$ cat config.mk
export PLATFORM = sky130hd
export DESIGN_NAME = pc_redirect_unit
export DESIGN_NICKNAME = d
export VERILOG_FILES = /design/src/rtl/pipeline_pkg.sv /design/src/rtl/pc_reg.sv /design/src/rtl/pc_redirect_unit.sv
export SDC_FILE = /design/constraint.sdc
export NUM_CORES = 1
export LEC_CHECK = 0
export BUFFER_PORTS_ARGS = -buffer_cell sky130_fd_sc_hd__buf_2
export CAP_MARGIN = 0
export CORE_ASPECT_RATIO = 1.5
export CORE_MARGIN = 3
export CORE_UTILIZATION = 30
export DETAILED_ROUTE_END_ITERATION = 8
export GPL_ROUTABILITY_DRIVEN = 0
export PLACE_DENSITY = 0.52
export REMOVE_ABC_BUFFERS = 1
export SLEW_MARGIN = 15
export SYNTH_ARGS = -nofsm -noshare
export SYNTH_HDL_FRONTEND = slang
export SYNTH_SLANG_ARGS = --single-unit
export TNS_END_PERCENT = 20
$ cat constraint.sdc
create_clock -name clk -period 5.6 [get_ports clk]
set_clock_uncertainty 0.15 [all_clocks]
set_input_delay 0.56 -clock clk [delete_from_list [all_inputs] [get_ports clk]]
set_output_delay 0.56 -clock clk [all_outputs]
set_load 0.01 [all_outputs]
$ cat src/rtl/pipeline_pkg.sv
// ============================================================================
// Module : pipeline_pkg
// Brief  : Branch verdict encodings and redirect FSM state type shared by
//          the branch comparator and the PC redirect unit.
// Rev    : 1.0  initial release
// ============================================================================
`default_nettype none

package pipeline_pkg;

  localparam logic [1:0]  BR_NONE = 2'b00;
  localparam logic [1:0]  BR_COND = 2'b01;
  localparam logic [1:0]  BR_JUMP = 2'b10;
  localparam logic [31:0] PC_INC  = 32'd4;

  typedef enum logic [0:0] {
    RUN    = 1'b0,
    SHADOW = 1'b1
  } redir_state_t;

endpackage

`default_nettype wire

$ cat src/rtl/pc_reg.sv
// ============================================================================
// Module : pc_reg
// Brief  : 32-bit fetch PC register with synchronous reset and load enable.
// Rev    : 1.0  initial release
// ============================================================================
`default_nettype none

module pc_reg #(
  parameter logic [31:0] RESET_PC = 32'h0000_0000
) (
  input  logic        clk,
  input  logic        rst,
  input  logic        load,
  input  logic [31:0] d,
  output logic [31:0] q
);

  logic [31:0] r_pc;

  always_ff @(posedge clk) begin
    if (rst) begin
      r_pc <= RESET_PC;
    end else if (load) begin
      r_pc <= d;
    end
  end

  assign q = r_pc;

endmodule

`default_nettype wire

$ cat src/rtl/pc_redirect_unit.sv
// ============================================================================
// Module : pc_redirect_unit
// Brief  : Next-PC selection, wrong-path squash with post-redirect shadow
//          window, and branch/taken performance counters.
// Rev    : 1.0  initial release
// ============================================================================
`default_nettype none

module pc_redirect_unit
  import pipeline_pkg::*;
#(
  parameter logic [31:0] RESET_PC      = 32'h0000_0000,
  parameter int          SHADOW_CYCLES = 2
) (
  input  logic        clk,
  input  logic        rst,
  input  logic        stall_if,
  input  logic        br_valid,
  input  logic [1:0]  br_taken,
  input  logic [31:0] br_target,
  output logic [31:0] pc_out,
  output logic [31:0] pc_plus4,
  output logic        flush_ifid,
  output logic        flush_idex,
  output logic        redirect,
  output logic        target_misalign,
  output logic [31:0] branch_cnt,
  output logic [31:0] taken_cnt
);

  localparam int            CW            = (SHADOW_CYCLES > 1) ? $clog2(SHADOW_CYCLES) : 1;
  localparam logic [CW-1:0] C_SHADOW_LOAD = CW'(SHADOW_CYCLES - 1);

  redir_state_t  r_state, w_state_next;
  logic [CW-1:0] r_shadow_cnt, w_shadow_cnt_next;
  logic [31:0]   r_branch_cnt, r_taken_cnt;
  logic [31:0]   w_pc_next;
  logic          w_take, w_load, w_count_branch;
  logic          w_unused_target_bit0;

  assign w_unused_target_bit0 = br_target[0];

  always_comb begin
    w_state_next      = r_state;
    w_shadow_cnt_next = r_shadow_cnt;
    w_take            = 1'b0;
    w_count_branch    = 1'b0;
    case (r_state)
      RUN: begin
        w_count_branch = br_valid;
        w_take = br_valid & ((br_taken == BR_COND) | (br_taken == BR_JUMP));
        if (w_take) begin
          w_state_next      = SHADOW;
          w_shadow_cnt_next = C_SHADOW_LOAD;
        end
      end
      SHADOW: begin
        // Exit after the cycle in which the counter reads zero.
        if (r_shadow_cnt == '0) begin
          w_state_next = RUN;
        end else begin
          w_shadow_cnt_next = r_shadow_cnt - 1'b1;
        end
      end
      default: w_state_next = RUN;
    endcase
    if (rst) begin
      w_take         = 1'b0;
      w_count_branch = 1'b0;
    end
    redirect        = w_take;
    flush_ifid      = w_take;
    flush_idex      = w_take;
    target_misalign = w_take & br_target[1];
  end

  always_ff @(posedge clk) begin
    if (rst) begin
      r_state      <= RUN;
      r_shadow_cnt <= '0;
      r_branch_cnt <= '0;
      r_taken_cnt  <= '0;
    end else begin
      r_state      <= w_state_next;
      r_shadow_cnt <= w_shadow_cnt_next;
      if (w_count_branch) r_branch_cnt <= r_branch_cnt + 32'd1;
      if (w_take)         r_taken_cnt  <= r_taken_cnt + 32'd1;
    end
  end

  // Redirect wins over stall; bit 0 of the target is always cleared.
  assign w_pc_next = w_take ? {br_target[31:1], 1'b0} : pc_plus4;
  assign w_load    = w_take | ~stall_if;

  pc_reg #(
    .RESET_PC (RESET_PC)
  ) u_pc_reg (
    .clk  (clk),
    .rst  (rst),
    .load (w_load),
    .d    (w_pc_next),
    .q    (pc_out)
  );

  assign pc_plus4   = pc_out + PC_INC;
  assign branch_cnt = r_branch_cnt;
  assign taken_cnt  = r_taken_cnt;

endmodule

`default_nettype wire
==> qor.csv <==
metric;value;unit
status;finished clean;
synth.avg_cell_area;8.00;um2
setup_tns;0;ns
layout_min_cycle_time;3.54;ns
dieArea;20200;um2
yosysTopAreaCell;dfxtp_1;
clk_latency;0.35;ns
initial_utilization;30.8;%
synth_top_cell_area_share;35.0;%
die_x;117;um
crit_type;reg2out;
totalWireLength;16700;um
yosysSeqAreaShare;35.0;%
synth_edf_count;0;
cts_resized;0;
cts.path.max_buffers;2;
p_leak;2.67;nW
tightest_slew;1.01;ns
slew_headroom;32.4;%
row_count;60;
worst_hold_slack;0.272;ns
rsz0062_at_grt;false;
critPathLaunchType;register;
drc_errors;0;
nNetsFinal;861;
crit_required;4.89;ns
die-height;173;um
drt_pass1_iterations;6;
synth_cell_types;47;
syn_inst;694;
grt.total_usage;16.3;%
grt_first_pass_wirelength;26800;um
cts-htree-levels;3;
hpwlAfterDp;11900;um
numCtsBuffers;9;
power.total;0.00160;W
grt_max_degree;82;
finalSetupViolCount;0;
ys_ff_latch;97;
synthTopCellsByCount;dfxtp_1, nor2_1, nand2_1;
clock-sinks;97;
num_antenna_cells;0;
maxCapViolations;0;
area_growth;21.7;%
vias;5574;
viasPerCell;5.35;
slew_violations;0;
period_share;63.2;%
wl_per_cell;16.0;um
end_kind;primary output;
path_clk_slew;0.07;ns
first_iter_violations;244;
core_area;18000;um2
grt_pass1_vias;5220;
ir_drop;0.116;mV
synth_area_leaders;dfxtp_1, xnor2_1, nor2_1, xor2_1, nand4_1;
netlist_area;5550;um2
post_cts_buffers;0;
grt_overflow;0;
synthArstFlopShare;0;%
ys.flop_type;dfxtp_1;
cts_tree;built;
drive_gt1_share;25.5;%
postCtsHoldBufs;0;
fmax;282;MHz
worstPathArrival;2.83;ns
hold_viol;0;
yosys.cell_count.top_type;dfxtp_1;
powerDensity;237;nW/um2
min_path_type;in2reg;
cts_root_buffer;clkbuf_16;
antenna_found_initial;0;
final_antenna_net_count;0;
io_pins;170;
cp_max_fo;12;
synth.yosys.warnings;0;
portBuffers;166;
==> per-layer routing <==
layer	global-route usage (%)	vias to the layer above	wire (um)
met4	5.64	0	320
met3	3.71	21	865
met1	19.4	2625	7190
met5	0	-	0
li1	-	2779	-
met2	28.1	149	8310
==> stage by stage <==
step | cell area [um2] | util [%] | worst slack, ns | cells
after floorplan | 5300 | - | 2.55 | 637
after detailed placement | 6450 | 35.8 | 2.44 | 1026
after CTS | 6750 | 37.5 | 2.04 | 1041
final | 6750 | 37.5 | 2.06 | 1041
after global placement | 6450 | 35.8 | 2.44 | 1026
after global routing | 6750 | 37.5 | 1.80 | 1041
==> final cells by class <==
| cell class | count | area (um2) |
|---|---|---|
| fillers | 1947 | 11300 |
| clock inverters | 5 | 63.8 |
| inverters | 16 | 60.1 |
| clock buffers | 10 | 239 |
| well taps | 217 | 272 |
| flip-flops and latches | 97 | 1940 |
| repair buffers | 172 | 878 |
| multi-input cells | 524 | 3300 |
==> where the power goes <==
| group | internal, W | switching, W |
|---|---|---|
| Sequential | 0.000713 | 0.0000493 |
| Combinational | 0.0000821 | 0.000108 |
| Clock | 0.000361 | 0.000288 |
| Total | 0.00116 | 0.000446 |
==> worst paths after layout <==
kind,start,end,slack [ns],cells past startpoint
max,u_pc_reg.q[2],pc_plus4[26],2.06,7
max reg2reg,u_pc_reg.q[2],u_pc_reg.q[20],2.93,6
min reg2reg,r_shadow_cnt,r_state,0.31,2
min,br_target[21],u_pc_reg.q[21],0.27,3
==> critical path, stage by stage, from the launching register on <==
cell     delay (ns)
dfxtp_1        0.46
ha_1           0.28
nand4_1        0.12
buf_4          0.21
nor3_1         0.83
nand3_1        0.20
xnor2_1        0.22
buf_2          0.17
==> flip-flops by register name (all words and copies together), names as in the netlist <==
name	count
branch_cnt	32
u_pc_reg.q	31
r_shadow_cnt	1
r_state	1
taken_cnt	32
==> cell families (layout without fill, tap and decap cells) <==
group	count (synthesis)	in the layout	share of synthesized area, %
AND/OR/NAND/NOR	333	333	32.8
multiplexers	18	18	3.59
other	1	2	0.0676
AO/OA/AOI/OAI	109	109	12.9
adder cells (fa/ha/maj)	3	3	0.677
buffers and inverters	74	203	5.70
XOR/XNOR	59	59	9.31
flip-flops	97	97	35.0
==> cell usage in the layout, fill, tap and decap left out, types with 10 or more instances in the layout <==
cell type,synthesis,final
dfxtp_1,97,97
nor2_1,71,71
mux2_2,15,15
a21oi_1,35,35
o31ai_1,21,21
nand3_1,37,37
nor2b_1,18,18
a211oi_1,14,14
o21ai_0,17,17
nand2_1,48,47
or3_1,20,20
xnor2_1,33,33
nor4_1,19,19
xor2_1,26,26
nor3_1,18,18
inv_1,16,16
buf_2,9,165
nand4_1,35,35
or4_1,25,25
a311oi_1,13,13
and3_1,10,10
Power figures use the tool's default switching activity.
